File: config.mk
export PLATFORM = sky130hd
export DESIGN_NAME = ysyx_23060184_axi_arbiter
export DESIGN_NICKNAME = d
export VERILOG_FILES = /design/src/rtl/ysyx_23060184_axi_arbiter_pkg.sv /design/src/rtl/ysyx_23060184_addr_decode.sv /design/src/rtl/ysyx_23060184_axi_arbiter.sv
export SDC_FILE = /design/constraint.sdc
export NUM_CORES = 1
export LEC_CHECK = 0
export BUFFER_PORTS_ARGS = -buffer_cell sky130_fd_sc_hd__buf_2
export CAP_MARGIN = 25
export CORE_MARGIN = 5
export CORE_UTILIZATION = 30
export DETAILED_ROUTE_END_ITERATION = 8
export MAX_ROUTING_LAYER = met4
export PLACE_DENSITY = 0.72
export SLEW_MARGIN = 30
export SYNTH_ARGS = -nofsm -noshare
export SYNTH_HDL_FRONTEND = slang
export SYNTH_SLANG_ARGS = --single-unit
File: constraint.sdc
create_clock -name clk -period 2.6 [get_ports clk]
set_input_delay 0.13 -clock clk [delete_from_list [all_inputs] [get_ports clk]]
set_output_delay 0.13 -clock clk [all_outputs]
set_load 0.01 [all_outputs]
File: src/rtl/ysyx_23060184_axi_arbiter_pkg.sv
// Shared grant codes, widths and FSM encodings for the upstream arbiter and the
// slaves that decode its grant.
package ysyx_23060184_axi_arbiter_pkg;

   localparam int NUM_ARB_MASTERS = 2;
   localparam int DATA_WIDTH      = 32;

   localparam logic [NUM_ARB_MASTERS-1:0] EMPTY_GRANT   = 2'b00;
   localparam logic [NUM_ARB_MASTERS-1:0] INSTMEM_GRANT = 2'b01;
   localparam logic [NUM_ARB_MASTERS-1:0] DATAMEM_GRANT = 2'b10;
   localparam logic [NUM_ARB_MASTERS-1:0] UART_GRANT    = 2'b11;

   typedef enum logic [1:0] {
      IDLE   = 2'b00,
      G_INST = 2'b01,
      G_DATA = 2'b10,
      G_UART = 2'b11
   } arb_state_t;

   typedef enum logic {
      LAST_INST = 1'b0,
      LAST_DATA = 1'b1
   } master_t;

   function automatic logic [NUM_ARB_MASTERS-1:0] state_to_grant(input arb_state_t s);
      logic [NUM_ARB_MASTERS-1:0] g;
      case (s)
         G_INST:  g = INSTMEM_GRANT;
         G_DATA:  g = DATAMEM_GRANT;
         G_UART:  g = UART_GRANT;
         default: g = EMPTY_GRANT;
      endcase
      return g;
   endfunction

endpackage

File: src/rtl/ysyx_23060184_addr_decode.sv
// Combinational UART-window check for LSU addresses; the upper bound is formed one
// bit wider so a window touching the top of the address space does not wrap.
module ysyx_23060184_addr_decode
   import ysyx_23060184_axi_arbiter_pkg::*;
#(
   parameter logic [DATA_WIDTH-1:0] UART_BASE = 32'ha000_03f8,
   parameter logic [DATA_WIDTH-1:0] UART_SIZE = 32'h8
) (
   input  logic [DATA_WIDTH-1:0] addr,
   output logic                  is_uart
);

   logic [DATA_WIDTH:0] base_ext;
   logic [DATA_WIDTH:0] limit_ext;
   logic [DATA_WIDTH:0] addr_ext;

   assign base_ext  = {1'b0, UART_BASE};
   assign limit_ext = base_ext + {1'b0, UART_SIZE};
   assign addr_ext  = {1'b0, addr};
   assign is_uart   = (addr_ext >= base_ext) && (addr_ext < limit_ext);

endmodule

File: src/rtl/ysyx_23060184_axi_arbiter.sv
// Upstream arbiter: round-robins IFU and LSU, routes LSU to SRAM or UART, holds the
// grant until the response handshake, and forces release after a watchdog period.
module ysyx_23060184_axi_arbiter
   import ysyx_23060184_axi_arbiter_pkg::*;
#(
   parameter logic [DATA_WIDTH-1:0] UART_BASE      = 32'ha000_03f8,
   parameter logic [DATA_WIDTH-1:0] UART_SIZE      = 32'h8,
   parameter int                    TIMEOUT_CYCLES = 255
) (
   input  logic                       clk,
   input  logic                       rstn,
   input  logic                       i_arvalid,
   input  logic                       i_rready,
   input  logic [DATA_WIDTH-1:0]      d_araddr,
   input  logic                       d_arvalid,
   input  logic                       d_rready,
   input  logic [DATA_WIDTH-1:0]      d_awaddr,
   input  logic                       d_awvalid,
   input  logic                       d_bready,
   input  logic                       sram_rvalid,
   input  logic                       sram_bvalid,
   input  logic                       uart_rvalid,
   input  logic                       uart_bvalid,
   output logic [NUM_ARB_MASTERS-1:0] grant,
   output logic                       busy,
   output logic                       timeout_err
);

   localparam int               CNT_W    = $clog2(TIMEOUT_CYCLES + 1);
   localparam logic [CNT_W-1:0] CNT_LAST = CNT_W'(TIMEOUT_CYCLES - 1);
   localparam logic [CNT_W-1:0] CNT_MAX  = CNT_W'(TIMEOUT_CYCLES);

   arb_state_t                 state_reg, state_next;
   master_t                    last_reg, last_next;
   logic [CNT_W-1:0]           cnt_reg, cnt_next;
   logic                       is_write_reg, is_write_next;
   logic                       timeout_reg, timeout_next;
   logic [NUM_ARB_MASTERS-1:0] grant_reg;
   logic                       busy_reg;

   logic                  req_i;
   logic                  req_d;
   logic                  pick_inst;
   logic                  lsu_write;
   logic [DATA_WIDTH-1:0] lsu_addr;
   logic                  lsu_is_uart;
   logic                  done;
   logic                  expired;

   assign req_i     = i_arvalid;
   assign req_d     = d_arvalid | d_awvalid;
   assign pick_inst = req_i & (~req_d | (last_reg == LAST_DATA));
   assign lsu_write = ~d_arvalid;
   assign lsu_addr  = lsu_write ? d_awaddr : d_araddr;
   assign expired   = (cnt_reg == CNT_LAST);

   ysyx_23060184_addr_decode #(
      .UART_BASE (UART_BASE),
      .UART_SIZE (UART_SIZE)
   ) u_addr_decode (
      .addr    (lsu_addr),
      .is_uart (lsu_is_uart)
   );

   // Only the granted slave's response pair can finish the transaction.
   always_comb begin
      done = 1'b0;
      case (state_reg)
         G_INST:  done = sram_rvalid & i_rready;
         G_DATA:  done = is_write_reg ? (sram_bvalid & d_bready) : (sram_rvalid & d_rready);
         G_UART:  done = is_write_reg ? (uart_bvalid & d_bready) : (uart_rvalid & d_rready);
         default: done = 1'b0;
      endcase
   end

   always_comb begin
      state_next    = state_reg;
      last_next     = last_reg;
      cnt_next      = cnt_reg;
      is_write_next = is_write_reg;
      timeout_next  = 1'b0;
      case (state_reg)
         IDLE: begin
            if (pick_inst) begin
               state_next = G_INST;
               cnt_next   = '0;
            end else if (req_d) begin
               state_next    = lsu_is_uart ? G_UART : G_DATA;
               is_write_next = lsu_write;
               cnt_next      = '0;
            end
         end
         default: begin
            if (done || expired) begin
               state_next   = IDLE;
               last_next    = (state_reg == G_INST) ? LAST_INST : LAST_DATA;
               timeout_next = ~done;
            end else if (cnt_reg != CNT_MAX) begin
               cnt_next = cnt_reg + CNT_W'(1);
            end
         end
      endcase
   end

   always_ff @(posedge clk) begin
      if (!rstn) begin
         state_reg    <= IDLE;
         last_reg     <= LAST_DATA;
         cnt_reg      <= '0;
         is_write_reg <= 1'b0;
         timeout_reg  <= 1'b0;
         grant_reg    <= EMPTY_GRANT;
         busy_reg     <= 1'b0;
      end else begin
         state_reg    <= state_next;
         last_reg     <= last_next;
         cnt_reg      <= cnt_next;
         is_write_reg <= is_write_next;
         timeout_reg  <= timeout_next;
         grant_reg    <= state_to_grant(state_next);
         busy_reg     <= (state_next != IDLE);
      end
   end

   assign grant       = grant_reg;
   assign busy        = busy_reg;
   assign timeout_err = timeout_reg;

endmodule

After elaboration in Yosys (flattened, before gate mapping). Index checks and enable logic that the tools add are counted.

Input bits: 76. Flip-flop bits (word level): 16.

Reductions and logical operators: 9. Bitwise logic cells: 15. Mux-type cells: 16. Eq/ne operators: 10. Add/sub/neg operators: 1. Order comparisons: 2.

Operator list (number): $mux W8 (5); $ge A32 B32 Y1 const B (1); $lt A32 B32 Y1 const B (1); $mux W32 (1); $add A8 B1 Y8 const B (1); $eq A2 B2 Y1 const B (4); $eq A8 B8 Y1 const B (1); $mux W2 (4); $ne A8 B8 Y1 const B (1); $not A1 Y1 (7); $and A1 B1 Y1 (6); $pmux W2 S3 (1); $reduce_and A3 Y1 (2); $eq A2 B1 Y1 const B (2); $mux W1 (4); $reduce_bool A2 Y1 (2); $ne A3 B3 Y1 const B (1); $pmux W1 S3 (1); $reduce_or A3 Y1 (1); $logic_not A2 Y1 (1); $ne A2 B1 Y1 const B (1); $or A1 B1 Y1 (2); $reduce_and A2 Y1 (1); $logic_and A1 B1 Y1 (1); $logic_or A1 B1 Y1 (1).

Depth between registers and ports, before layout. Gate-level depths: netlist of the first run.

Depth after elaboration: 9. Mapped depth: 6. Mapped depth without buffers: 6.

Modules after synthesis. From an unflattened synthesis of the first run, not the netlist that was laid out.

Cells, all modules: 148. Area total of the unflattened synthesis: 1373.8 um^2.

By module, submodules not included: ysyx_23060184_axi_arbiter (area an instance 1280.0 um^2, cells an instance 135, times used 1); ysyx_23060184_addr_decode (area an instance 93.8 um^2, cells an instance 13, times used 1).

Least setup slack after synthesis of the first run. No wires, ideal clock.

Path type: register -> register. From: register cnt_reg[0]. To: register cnt_reg[6]. Stages on the path, launching flop included: 7. Library setup time: 116 ps. Period minus slack after synthesis: 1584 ps. Buffers on the path: 0. Path slack: 1016 ps. Arrival: 1468 ps. Cells stage by stage: dfxtp_1 -> inv_1 -> ha_1 -> o2111a_2 -> a211oi_4 -> a211oi_1 -> a31o_1.

Longest elaborated chain between the ends: 4. Elaborated cells between the ends (all ways): 10.

Ends and longest elaborated chain: from (decl) (RTL line ysyx_23060184_axi_arbiter.sv:35) `logic [CNT_W-1:0] cnt_reg, cnt_next;`; from (signal assigned) (RTL line ysyx_23060184_axi_arbiter.sv:117) `cnt_reg <= cnt_next;`; $add A8 B1 Y8 or $eq A8 B8 Y1 (tied branches) (RTL line ysyx_23060184_axi_arbiter.sv:99, ysyx_23060184_axi_arbiter.sv:55); $mux W8 or $logic_or A1 B1 Y1 (tied branches) (RTL line ysyx_23060184_axi_arbiter.sv:98, ysyx_23060184_axi_arbiter.sv:94); $mux W8 or $ne A2 B1 Y1 (tied branches); $mux W8 or $reduce_and A3 Y1 (tied branches).

Parallel ways exist; a longest one is shown, timed or not. The select of a mux whose other input is x is not followed. A chain may end at the register's enable or synchronous reset.

Worst setup path after layout of the first run.
From: register state_reg[0]. To: register cnt_reg[6].

Longest elaborated chain between the ends: 5. Elaborated cells between the ends (all ways): 11.

Ends and longest elaborated chain: from (decl) (RTL line ysyx_23060184_axi_arbiter.sv:33) `arb_state_t state_reg, state_next;`; from (signal assigned) (RTL line ysyx_23060184_axi_arbiter.sv:115) `state_reg <= state_next;`; $eq A2 B2 Y1 or $eq A2 B1 Y1 (tied branches) (RTL line ysyx_23060184_axi_arbiter.sv:68) `case (state_reg)`; $pmux W1 S3 (RTL line ysyx_23060184_axi_arbiter.sv:68); $logic_or A1 B1 Y1 (RTL line ysyx_23060184_axi_arbiter.sv:94) `if (done || expired) begin`; $ne A2 B1 Y1 (no line); $reduce_and A3 Y1 (no line).

Parallel ways exist; a longest one is shown, timed or not.

==> metrics.md, run 1 <==
| Metric | Value |
|---|---|
| Clk sinks | `15` |
| Worst rel slew slack | `between 70% and 80%` |
| Num rows | `21` |
| Sequential share of power | `around 47%` |
| Via Count | `1186` |
| Final WS setup | `885 ps` |
| I/O pin count | `80` |
| Status | `finished, final reports clean` |
| NetSw | `0.167 mW` |
| Gpl congestion | `between 0.8 and 0.9` |
| N_diodes | `0` |
| Tot GR Track Use | `13.3%` |
| Commonest cells after routing, fill and taps aside | `buf_2, dfxtp_1, nor2_1` |
| P_leak | `0.649 nW` |
| DP Area | `1420 um^2` |
| DIE WIDTH | `68.4 um` |
| Pin count of the biggest net entering global routing | `12` |
| DRC | `0` |
| Clk buf depth | `2` |
| First-pass GRT wire length | `4660 um` |
| Grt ovf | `0` |
| Net Sw Frac | `a little under a third` |
| Most common cell after layout, fill and taps aside | `buf_2` |
| TritonCTS buffer count | `3` |
| Clk Latency, worst-skew pair | `just under 300 ps` |
| Yosys warns | `0` |
| Clock Pin Slew Worst Setup and Hold Paths | `90 ps` |
| Initial Util | `30.9%` |
| CTS tree | `built` |
| EDFF count, synth | `0` |
| Setup tns final | `0 ps` |
| Maximum VDD drop | `137 uV` |
| Port Buffers | `between 70 and 80` |
| CP Max Fanout | `7` |
| Max frequency | `between 500 and 600 MHz` |
| Mean Syn Cell Area | `8.38 um^2` |
| WHS | `106 ps` |
| Drt via density | `just under 5` |
| Area Overhead vs Synth | `42.0%` |
| Post-Syn Area | `1020 um^2` |
| Vias in the first global route | `1203` |
| Final hold vios | `0` |
| Hold Path Cell Cnt | `2` |
| Tcrit/Tclk final | `about two thirds` |
| Synth Register Bits | `15` |
| CP required | `2790 ps` |
| Final setup fails | `0` |
| Total setup buffers inserted after CTS | `0` |
| WS Path Type | `reg2reg` |
| Unrepaired setup endpoints after global routing | `no` |
| H-tree depth | `1` |
| Internal | `0.380 mW` |
| Post-DP HPWL | `2470 um` |
| Max-Cap Viols | `0` |
| Final #Nets | `about 270` |
| Core Region | `between 3000 and 4000 um^2` |
| Worst Tran Pin Value | `about 440 ps` |
| Worst Path Arrival | `1910 ps` |
| Tightest Hold Check Type | `in2reg` |
| Final Util | `43.8%` |
| Final instance area | `1450 um^2` |
| Seq/Total Area, Yosys | `29.4%` |
| Hold-fix buffers at CTS | `0` |
| Power Dens Cells | `roughly 380 nW/um^2` |
| Avg WL per Cell | `11.6 um` |
| CTS root buf | `clkbuf_4` |
| Largest register FFs | `8` |
| Clk pwr share | `around 25%` |
| Final setup skew | `4.03 ps` |
| Post-CTS Resized | `0` |
| Share of cells above drive strength 1 | `43.6%` |
| Initial antenna violation count | `0` |
| Critical path launch point type | `flop` |
| Ys async rst share | `0%` |
| Tmin final | `~1700 ps` |
| DR pass1 iterations | `4` |
| Worst slack, placed | `882 ps` |
| Mapped Cells | `122` |
| Distinct cells, synth | `39` |
| Top_reg_cell synth | `dfxtp_1` |
| Total routed wirelength | `2790 um` |
| Antenna Nets Post-Route | `0` |
| 1st-iter DRT viols | `26` |
| Die height | `68.4 um` |
| DIE AREA | `4680 um^2` |
| Max Slew Vio Count | `0` |
| Syn_nets | `200` |
| Combinational Power Share | `27.5%` |
| FF-to-FF path depth | `5` |
| Nature of the critical path endpoint | `flop` |
-- Yosys cell counts, drive strengths merged (2+ instances only) --
| cell | count | area, um^2 |
|---|---|---|
| dfxtp | 15 | 300 |
| ha | 2 | 25.0 |
| nand2b | 2 | 20.0 |
| a31o | 2 | 17.5 |
| a21oi | 6 | 33.8 |
| nor2b | 3 | 18.8 |
| inv | 5 | 18.8 |
| nor2 | 11 | 41.3 |
| and2 | 2 | 12.5 |
| nor4bb | 2 | 20.0 |
| mux2i | 4 | 43.8 |
| nand3 | 8 | 40.0 |
| nor4 | 7 | 43.8 |
| o21ai | 6 | 30.0 |
| and4b | 2 | 20.0 |
| nand2 | 9 | 33.8 |
| nand4 | 4 | 25.0 |
| and4 | 2 | 17.5 |
| xnor2 | 4 | 35.0 |
| a211oi | 7 | 70.1 |
| and3 | 4 | 25.0 |
| o211a | 2 | 20.0 |
| buf | 3 | 17.5 |
-- routing by layer --
| layer | track usage [%] | vias up | part of all wire (%) |
|---|---|---|---|
| met4 | 2.23 | 0 | 0.68 |
| li1 | - | 605 | - |
| met5 | - | - | 0 |
| met1 | 14.6 | 521 | 39 |
| met2 | 24.7 | 57 | 53 |
| met3 | 2.96 | 3 | 7.8 |
-- worst max-delay path, stage by stage (launching register included) --
cell	delay, ps
dfxtp_1	480
mux2i_2	360
o221ai_4	200
a211oi_4	280
a211oi_1	110
a31o_1	190
-- through the flow --
stage,total power [mW],std cells
2_1_floorplan,0.345,122
3_3_place_gp,0.414,237
3_5_place_dp,0.416,237
4_1_cts,0.555,241
5_1_grt,0.591,241
6_report,0.547,241
-- path summary, 6_finish.rpt --
kind | slack (ps) | endpoint | start
worst max-delay path | 890 | cnt_reg[6] | state_reg[0]
worst min-delay path | 110 | last_reg | rstn
worst max register to register | 890 | cnt_reg[6] | state_reg[0]
worst min register to register | 520 | last_reg | last_reg
-- area by class of cell --
class                      instances  area [um^2]
clock buffer                       3         22.5
clock inverter                     1         5.00
fill                             359         1860
inverter                           5         18.8
multi-input combinational         98          682
sequential                        15          300
tap                               46         57.6
timing repair buffer              73          365
-- cells by family after synthesis --
kind of cell    synth area share (%)
buf+inv                         3.92
xor+xnor                        3.43
flops                           29.4
mux                             4.28
simple gates                    32.9
fa+ha+maj                       2.45
compound gates                  23.6
-- power by group through the flow --
stage	clock, mW	combinational [mW]	sequential [mW]
after floorplan	0	0.0837	0.262
after global placement	0	0.151	0.263
after detailed placement	0	0.152	0.263
after CTS	0.144	0.153	0.258
after global routing	0.160	0.171	0.260
final	0.138	0.150	0.258
No activity file was read; power rests on OpenSTA's default activity.
==> run 2: changes to the inputs <==
--- a/config.mk
+++ b/config.mk
@@ -11,7 +11,7 @@
 export CORE_UTILIZATION = 30
 export DETAILED_ROUTE_END_ITERATION = 8
 export MAX_ROUTING_LAYER = met4
-export PLACE_DENSITY = 0.72
+export PLACE_DENSITY = 0.74
 export SLEW_MARGIN = 30
 export SYNTH_ARGS = -nofsm -noshare
 export SYNTH_HDL_FRONTEND = slang
==> constraint.sdc (replaced) <==
create_clock -name clk -period 1.45 [get_ports clk]
set_input_delay 0.0725 -clock clk [delete_from_list [all_inputs] [get_ports clk]]
set_output_delay 0.0725 -clock clk [all_outputs]
set_load 0.01 [all_outputs]
==> metrics.md, run 2 (same netlist as run 1, synthesis figures left out) <==
| Metric | Value |
|---|---|
| Gpl congestion | `0.796` |
| Setup tns final | `-276 ps` |
| WS Path Type | `reg2reg` |
| Pin count of the biggest net entering global routing | `12` |
| Power Dens Cells | `645 nW/um^2` |
| I/O pin count | `80` |
| Most common cell after layout, fill and taps aside | `buf_2` |
| Core Region | `3310 um^2` |
| Setup slack, reg-to-reg | `-90 ps` |
| Vias in the first global route | `1304` |
| Worst slack, placed | `-105 ps` |
| Share of cells above drive strength 1 | `between 50% and 60%` |
| DRC | `0` |
| Status | `complete, but fails checks` |
| CP required | `1630 ps` |
| Worst Tran Pin Value | `322 ps` |
| Nature of the critical path endpoint | `flop` |
| Fillcell total | `~330` |
| P_leak | `0.728 nW` |
| DIE AREA | `4680 um^2` |
| Final Total Pwr | `1.05 mW` |
| FF-to-FF path depth | `5` |
| Area Overhead vs Synth | `59.5%` |
| Max frequency | `between 600 and 700 MHz` |
| CTS root buf | `clkbuf_4` |
| Commonest cells after routing, fill and taps aside | `buf_2, buf_4, nor2_1, dfxtp_1, nand2_1` |
| CP Max Fanout | `5` |
| Combinational Power Share | `34.1%` |
| Failing checks | `negative setup slack` |
| Largest register FFs | `8` |
| Worst rel slew slack | `78.4%` |
| Crit path to | `cnt_reg[6]` |
| Final hold vios | `0` |
| Clock Pin Slew Worst Setup and Hold Paths | `about 90 ps` |
| Die height | `68.4 um` |
| Port Buffers | `73` |
| Antenna Nets Post-Route | `0` |
| R2R Path End | `cnt_reg[6]` |
| Clk pwr share | `22.3%` |
| Via Count | `1253` |
| Num rows | `21` |
| Maximum VDD drop | `368 uV` |
| TritonCTS buffer count | `3` |
| Drt via density | `approximately 5` |
| NetSw | `around 0.32 mW` |
| Max-Cap Viols | `0` |
| Final #Nets | `288` |
| Avg WL per Cell | `between 10 and 15 um` |
| First-pass GRT wire length | `5030 um` |
| Tmin final | `1540 ps` |
| DR pass1 iterations | `5` |
| Net Sw Frac | `30.0%` |
| Area of the multi-input gates | `742 um^2` |
| Tightest Hold Check Type | `in2reg` |
| Worst Path Arrival | `~1700 ps` |
| Final WS setup | `-88.4 ps` |
| Initial Util | `30.9%` |
| CP startpoint | `state_reg[0]` |
| Critical path launch point type | `flop` |
| N_diodes | `0` |
| Sequential share of power | `43.6%` |
| DIE WIDTH | `68.4 um` |
| Register area | `310 um^2` |
| Clk sinks | `15` |
| CTS tree | `built` |
| Max Slew Vio Count | `0` |
| Clk buf depth | `2` |
| Post-DP HPWL | `2780 um` |
| Clk Latency, worst-skew pair | `280 ps` |
| Grt ovf | `0` |
| Initial antenna violation count | `0` |
| Unrepaired setup endpoints after global routing | `yes` |
| Final setup skew | `7.32 ps` |
| 1st-iter DRT viols | `39` |
| Reg2reg start | `state_reg[0]` |
| H-tree depth | `1` |
| Tot GR Track Use | `between 10 and 15%` |
| Internal | `0.737 mW` |
| Total routed wirelength | `3100 um` |
| Final setup fails | `7` |
| Tcrit/Tclk final | `106%` |
run 2: changes by cell type in the layout (fill, tap and decap cells not counted), sizes merged:
cell / change
buf: +14
run 2: worst min-delay path by stage:
stage / from / endpoint / depth (start not counted)
final: rstn / last_reg / 2
after global routing: rstn / last_reg / 2
after CTS: rstn / last_reg / 2
after detailed placement: rstn / last_reg / 2
after global placement: rstn / last_reg / 2
after floorplan: rstn / cnt_reg[7] / 2
run 2: layout make-up:
class | count | share of cell area (%)
multi-input combinational | 98 | 45.5
timing repair buffer | 87 | 29.1
sequential | 15 | 19.0
tap | 46 | 3.53
clock buffer | 3 | 1.38
inverter | 5 | 1.15
clock inverter | 1 | 0.307
run 2: worst max-delay path: stages (launching register included):
cell and delay, ps:
dfxtp_4 410, mux2i_4 270, o221ai_4 180, a211oi_4 290
a211oi_1 110, a31o_1 180
run 2: what timing repair did:
action	in CTS	in global routing
buffers inserted	2	0
setup endpoints to repair	9	14
pin swaps	4	10
hold buffers	0	0
resized for setup	1	16
run 2: power by group through the flow:
stage	Clock [mW]	Combinational, mW	Sequential [mW]
after global placement	0	0.325	0.467
after global routing	0.260	0.400	0.464
after floorplan	0	0.158	0.474
after CTS	0.241	0.341	0.457
after detailed placement	0	0.329	0.468
final	0.234	0.359	0.458
run 2: metrics by stage:
stage / utilization (%) / std cells / hold slack (ps) / area, um^2
finish: 49.2 / 255 / 62.8 / 1630
global route: 49.2 / 255 / 62.2 / 1630
CTS: 48.0 / 255 / 57.8 / 1590
detailed placement: 46.5 / 249 / 357 / 1540
global placement: 46.5 / 249 / 351 / 1540
floorplan: - / 122 / 308 / 1050
run 2: routing by layer:
| layer | vias up | track usage (%) | share of wire [%] |
|---|---|---|---|
| met3 | 0 | 2.46 | 7.7 |
| met2 | 59 | 27.9 | 55 |
| li1 | 636 | - | - |
| met1 | 558 | 14.7 | 37 |
| met5 | - | - | 0 |
| met4 | 0 | 1.49 | 0 |
